===== src/rtl/snapshot_pkg.sv =====
// Shared definitions for the BRAM snapshot writer: FSM state encoding and
// the effective-length rule (zero or oversize length selects the full depth).
package snapshot_pkg;

  typedef enum logic [1:0] {
    IDLE      = 2'd0,
    WAIT_TRIG = 2'd1,
    CAPTURE   = 2'd2,
    DONE      = 2'd3
  } snap_state_t;

  // Zero or a length beyond the buffer depth means "capture the whole buffer".
  function automatic int unsigned eff_len(input int unsigned len, input int unsigned aw);
    int unsigned depth;
    depth = 32'd1 << aw;
    if (len == 0 || len > depth) return depth;
    return len;
  endfunction

endpackage


===== src/rtl/bram_snapshot_writer.sv =====
// Captures a bounded snapshot of the correlator stream into BRAM port B.
// Arm/length control with busy/done status; single clock domain (axi_clock).
// Optional macro SNAPSHOT_TRIGGER_EN adds a trig input and a WAIT_TRIG state
// that holds off the capture until the first cycle with trig=1.
module bram_snapshot_writer
  import snapshot_pkg::*;
#(
  parameter int DATA_WIDTH = 32,
  parameter int ADDR_WIDTH = 10
) (
  input  logic                  axi_clock,
  input  logic                  rst,
  input  logic [DATA_WIDTH-1:0] din,
  input  logic                  din_valid,
  input  logic                  arm,
  input  logic [ADDR_WIDTH:0]   length,
`ifdef SNAPSHOT_TRIGGER_EN
  input  logic                  trig,
`endif
  output logic                  busy,
  output logic                  done,
  output logic [ADDR_WIDTH:0]   wr_count,
  output logic [ADDR_WIDTH-1:0] bram_addr,
  output logic [DATA_WIDTH-1:0] bram_din,
  output logic                  bram_en,
  output logic                  bram_we
);

  localparam int CW = ADDR_WIDTH + 1;

  snap_state_t           r_state;
  snap_state_t           w_state_nxt;
  logic [ADDR_WIDTH:0]   r_count;
  logic [ADDR_WIDTH:0]   r_len;
  logic [ADDR_WIDTH-1:0] r_bram_addr;
  logic [DATA_WIDTH-1:0] r_bram_din;
  logic                  r_bram_we;
  logic                  w_write;
  logic                  w_arm_ok;
  logic [ADDR_WIDTH:0]   w_count_inc;
  logic [ADDR_WIDTH:0]   w_len_eff;

  assign w_count_inc = r_count + CW'(1);
  assign w_len_eff   = CW'(eff_len(32'(length), ADDR_WIDTH));

  // State register.
  always_ff @(posedge axi_clock) begin
    if (rst) r_state <= IDLE;
    else     r_state <= w_state_nxt;
  end

  // Next-state logic: decides when to accept arm and when a sample is written.
  always_comb begin
    w_state_nxt = r_state;
    w_write     = 1'b0;
    w_arm_ok    = 1'b0;
    case (r_state)
      IDLE, DONE: begin
        if (arm) begin
          w_arm_ok = 1'b1;
`ifdef SNAPSHOT_TRIGGER_EN
          w_state_nxt = WAIT_TRIG;
`else
          w_state_nxt = CAPTURE;
`endif
        end
      end
      WAIT_TRIG: begin
`ifdef SNAPSHOT_TRIGGER_EN
        // The trigger cycle's own sample is the first word of the snapshot.
        if (trig) begin
          w_state_nxt = CAPTURE;
          if (din_valid) begin
            w_write = 1'b1;
            if (w_count_inc == r_len) w_state_nxt = DONE;
          end
        end
`else
        w_state_nxt = IDLE;
`endif
      end
      CAPTURE: begin
        if (din_valid) begin
          w_write = 1'b1;
          if (w_count_inc == r_len) w_state_nxt = DONE;
        end
      end
      default: w_state_nxt = IDLE;
    endcase
  end

  // Counter, latched length and registered BRAM port-B outputs.
  always_ff @(posedge axi_clock) begin
    if (rst) begin
      r_count     <= '0;
      r_len       <= '0;
      r_bram_addr <= '0;
      r_bram_din  <= '0;
      r_bram_we   <= 1'b0;
    end else begin
      r_bram_we <= w_write;
      if (w_arm_ok) begin
        r_count <= '0;
        r_len   <= w_len_eff;
      end else if (w_write) begin
        r_count     <= w_count_inc;
        r_bram_addr <= r_count[ADDR_WIDTH-1:0];
        r_bram_din  <= din;
      end
    end
  end

  assign busy      = (r_state == CAPTURE) || (r_state == WAIT_TRIG);
  assign done      = (r_state == DONE);
  assign wr_count  = r_count;
  assign bram_addr = r_bram_addr;
  assign bram_din  = r_bram_din;
  assign bram_en   = r_bram_we;
  assign bram_we   = r_bram_we;

endmodule

===== config.mk =====
export PLATFORM = sky130hd
export DESIGN_NAME = bram_snapshot_writer
export DESIGN_NICKNAME = d
export VERILOG_FILES = /design/src/rtl/snapshot_pkg.sv /design/src/rtl/bram_snapshot_writer.sv
export SDC_FILE = /design/constraint.sdc
export NUM_CORES = 1
export LEC_CHECK = 0
export ABC_AREA = 0
export CORE_MARGIN = 5
export CORE_UTILIZATION = 45
export CTS_CLUSTER_DIAMETER = 40
export DETAILED_ROUTE_END_ITERATION = 12
export GPL_TIMING_DRIVEN = 0
export PLACE_DENSITY = 0.88
export SETUP_SLACK_MARGIN = 0.1
export SLEW_MARGIN = 20
export SYNTH_ARGS = -nofsm -noshare
export SYNTH_HDL_FRONTEND = slang
export SYNTH_SLANG_ARGS = --single-unit

===== constraint.sdc =====
create_clock -name axi_clock -period 6.6 [get_ports axi_clock]
set_input_delay 1.32 -clock axi_clock [delete_from_list [all_inputs] [get_ports axi_clock]]
set_output_delay 1.32 -clock axi_clock [all_outputs]
set_load 0.02 [all_outputs]

After elaboration in Yosys (flattened, before gate mapping)
Index checks and enable logic that the tools add are counted.
{ "op_classes": {"n_eq_ne": 7, "n_reduce_logical": 8, "addsub": 1, "magnitude_cmp": 1, "mux": 11, "bitwise_logic": 1} }
{ "ops": {"columns": ["cell", "count"], "rows": [
  ["$mux 11", 2],
  ["$add 11x1->11 const B", 1],
  ["$eq 11x11->1", 1],
  ["$gt 11x11->1 const B", 1],
  ["$logic_not 11->1", 1],
  ["$mux 2", 3],
  ["$ne 2x2->1 const B", 3],
  ["$pmux 2 s3", 1],
  ["$mux 1", 5],
  ["$eq 2x2->1 const B", 2],
  ["$reduce_or 2->1", 2],
  ["$reduce_and 3->1", 1],
  ["$eq 2x1->1 const B", 1],
  ["$logic_not 2->1", 1],
  ["$logic_or 1x1->1", 2],
  ["$reduce_and 2->1", 1],
  ["$not 1->1", 1]
]} }
{ "word_totals": {"word_cells": 35, "output_inout_bits": 57, "regBits": 67} }

Depth between registers and ports, before layout
{ "logic_depth": {"word_depth": 5, "depth_mapped": 8, "ltp_nobuf": 7} }

Worst setup path before layout
OpenSTA, ideal clock, no wires.
{ "synth_timing": {"path_type": "input-to-reg", "from": "in length[4]", "to": "reg r_len[0]", "slack_ns": 4.034, "path_stages": 5, "required_ns": 6.538, "arrival_time_ns": 2.505, "path_cell_list": "nor4_1 nand3_1 xnor2_1 nor3_1 a22o_1"} }
{ "synth_via": {"elab_chain_len": 4, "elab_cells_between_ends": 5, "classes_between": "order compare (1); mux (2); reduce/logical (2)"} }
{ "synth_lines": {"columns": ["item", "line_no", "text"], "rows": [
  ["from (decl)", "bram_snapshot_writer.sv:16", "input logic [ADDR_WIDTH:0] length,"],
  ["$gt 11x11->1 or $logic_not 11->1 (tied branches)", "snapshot_pkg.sv:16", "if (len == 0 || len > depth) return depth;"],
  ["$logic_or 1x1->1 (*)", "snapshot_pkg.sv:16", null],
  ["$mux 1 (*)", "snapshot_pkg.sv:16", null],
  ["$mux 11 (*)", "snapshot_pkg.sv:17", "return len;"],
  ["to (signal assigned)", "bram_snapshot_writer.sv:104", "r_len <= w_len_eff;"],
  ["to (decl)", "bram_snapshot_writer.sv:34", "logic [ADDR_WIDTH:0] r_len;"]
]} }
Mark *: on every way between the ends. The rest lies on a longest branch, timed or not.
A chain may end at the register's enable or synchronous reset.

Worst setup path in the final report
{ "layout_timing": {"from": "reg r_state[0]", "to": "out busy"} }
{ "layout_via": {"elab_chain_len": 2, "elab_cells_between_ends": 3, "classes_between": "eq/ne (2); reduce/logical (1)"} }
{ "layout_lines": {"columns": ["item", "line_no", "text"], "rows": [
  ["from (decl)", "bram_snapshot_writer.sv:31", "snap_state_t r_state;"],
  ["from (signal assigned)", "bram_snapshot_writer.sv:49", "else r_state <= w_state_nxt;"],
  ["$eq 2x2->1 or $eq 2x1->1 (tied branches)", "bram_snapshot_writer.sv:113", "assign busy = (r_state == CAPTURE) || (r_state == WAIT_TRIG);"],
  ["$logic_or 1x1->1 (*)", "bram_snapshot_writer.sv:113", null],
  ["to (decl)", "bram_snapshot_writer.sv:20", "output logic busy,"]
]} }
Marks and branches as above.

==> summary.txt <==
STA
  – Final period util: 49.1%
  – Final setup vio count: 0
  – Slew HR: 47.8%
  – Slew @ Worst Pin: 0.777 ns
  – Peak Freq: 309 MHz
  – Worst hold slack: 0.455 ns
  – Hold Fails Final Rpt: 0
  – RSZ-0062 raised after global routing: false
  – Setup tns final: 0 ns
  – Worst Skew: 0.00742 ns
  – Tmin final: 3.24 ns
  – Max-slew violation count: 0

Clock tree
  – Num CTS Buffers: 9
  – Maximum buffer depth of the clock tree: 2
  – Clock Root Buffer: clkbuf_8
  – Clock-pin slew on the worst setup and hold paths: 0.07 ns
  – Clk_lat worst skew: 0.34 ns
  – Setup Buffers After CTS: 0
  – Clock sink total: 67
  – CTS Hold Bufs: 0
  – CTS tree: built
  – Max H-tree Level: 3
  – PostCTS Resize Cnt: 0

Global routing
  – Largest net degree at the start of global routing: 11
  – GRT Util Overall: 19.0%
  – Grt ovf: 0
  – First-pass GRT wire length: 11,800 um
  – Vias in the first global route: 2,537
  – Initial antenna violation count: 0

Yosys
  – Synth top area share: 47.1%
  – Most frequent cells after synthesis: nand2_1, dfxtp_1, a21oi_1
  – Largest cells by area after synthesis: dfxtp_1, nand2_1, a21oi_1, xnor2_1, a22o_1
  – Yosys top cell by area: dfxtp_1
  – Most frequent cell after synthesis: nand2_1
  – Post-synth cell types: 42
  – Syn Nets: 392
  – #FFs+latches synth: 67
  – EDFF count, synth: 0
  – Register area share after synthesis: 47.1%
  – Main flop type after synthesis: dfxtp_1
  – Synth warn: 0
  – Ys async rst share: 0%
  – Cells after Synth: 340
  – Avg Cell Area, Syn: 8.38 um^2
  – Synthesized area: 2850 um^2

Floorplanning
  – Die W: 89.6 um
  – Die area: 8030 um^2
  – Core Rows: 29
  – Starting density of the core: 45.7%
  – Io pins: 104
  – Core ar.: 6240 um^2
  – Die Span Y: 89.6 um

Setup path
  – RR Endpoint: r_state[1]
  – R2R cell count: 7
  – Arr. time, crit path: 1.92 ns
  – Type of origin of the critical path: register
  – Slack of the worst reg-to-reg path: 3.98 ns
  – RR Startpoint: wr_count[0]
  – Crit path kind: reg2out
  – Critical Path RT: 5.28 ns
  – Crit Path Max Fanout: 5
  – Setup crit end kind: output port

Detailed routing
  – Via count: 2,725
  – Via density: 5.10
  – DRT iter0 DRCs: 104
  – WL/cell: 14.4 um
  – First-pass detailed-route iteration total: 6
  – # DRC: 0
  – Final WL: 7670 um
  – Final antenna-violating net count: 0

Final layout
  – Finished Core Util: 66.7%
  – Ant diodes: 0
  – Fillcell total: 511
  – Share of layout cells above drive strength 1: 5.91%
  – Area grow syn2layout: 46.0%
  – Final net count: 505

Power and ir drop
  – Leak: 1.43 nW
  – Peak supply drop: 178 uV
  – Power density over cell area: 275 nW/um^2

Hold path
  – Worst Hold Depth: 2
  – HP Class: reg2reg
  – HP Start: bram_din[29]
  – Hold Path End: bram_din[29]

Placed design
  – Buffers on Ports: 102
  – RePlAce Congestion: 0.830
  – Detailed Place HPWL: 5880 um

Run status
  – Status: complete, no violations

Run
  – Max-cap violation count: 0
-- worst max path at each step --
stage,cells past startpoint,slack (ns),from,endpoint
4_1_cts,4,3.36,r_state[0],busy
5_1_grt,4,3.26,r_state[0],busy
6_report,4,3.36,r_state[0],busy
3_3_place_gp,6,3.31,din_valid,bram_din[3]
3_5_place_dp,6,3.27,din_valid,bram_addr[3]
2_1_floorplan,5,4.03,length[4],r_len[0]
-- final cells by class --
cell class	count	area, um^2	share of cell area [%]
sequential	67	1340	32.2
timing repair buffer	102	1020	24.5
inverter	3	11.3	0.271
clock inverter	2	35.0	0.842
multi-input combinational	248	1400	33.6
clock buffer	13	159	3.82
tap	77	96.3	2.32
buffer	22	100	2.41
-- sequential cells by signal (all words and copies together) (netlist names) --
register and count:
bram_addr 10, r_state 2, wr_count 11, r_len 11, bram_din 32, bram_en 1
-- metrics by stage --
stage	area (um^2)	power (mW)	cells	setup WS, ns
finish	4160	1.14	534	3.36
global route	4160	1.21	534	3.26
CTS	4160	1.15	534	3.36
detailed placement	3970	0.814	519	3.27
global placement	3970	0.802	519	3.31
floorplan	2850	0.677	340	4.03
-- layout by cell type, fill, tap and decap left out, types with 2 or more instances in the layout --
cell             count
a22o_1               8
buf_4                2
buf_2                2
o21a_1               2
nand3_1             10
clkbuf_8            11
or3_1                3
clkbuf_1            19
nor3b_1              2
nand2_1             91
xnor2_1             12
ha_1                 5
nor4_1               4
inv_1                3
xor2_1               8
a21oi_1             51
nand2b_1             3
dfxtp_1             67
nor2_1              17
o21ai_0              3
nor3_1               7
mux2i_1              2
clkdlybuf4s50_1    102
-- logic make-up (layout without fill, tap and decap cells) --
| family | count (synthesis) | in the layout | share of synthesized area [%] |
|---|---|---|---|
| compound gates | 73 | 73 | 15.9 |
| flops | 67 | 67 | 47.1 |
| mux | 3 | 3 | 1.23 |
| simple gates | 147 | 147 | 23.6 |
| xor+xnor | 20 | 20 | 6.15 |
| buf+inv | 25 | 142 | 3.91 |
| fa+ha+maj | 5 | 5 | 2.19 |
-- where the power goes --
group / switching, mW / internal [mW]
sequential: 0.0290 / 0.444
combinational: 0.187 / 0.147
clock: 0.144 / 0.193
-- critical path: stages, from the launching register on --
cell and delay [ns]:
dfxtp_1 0.40, inv_1 0.10, ha_1 0.36, inv_1 0.11, clkdlybuf4s50_1 0.61
-- routing by layer --
layer,vias to the layer above,track usage [%],part of all wire [%]
li1,1378,-,-
met1,1257,23.6,42
met2,74,31.6,50
met5,-,0,0
met3,16,3.92,6.5
met4,0,8.80,2.2
(Power assumes the default switching activity.)
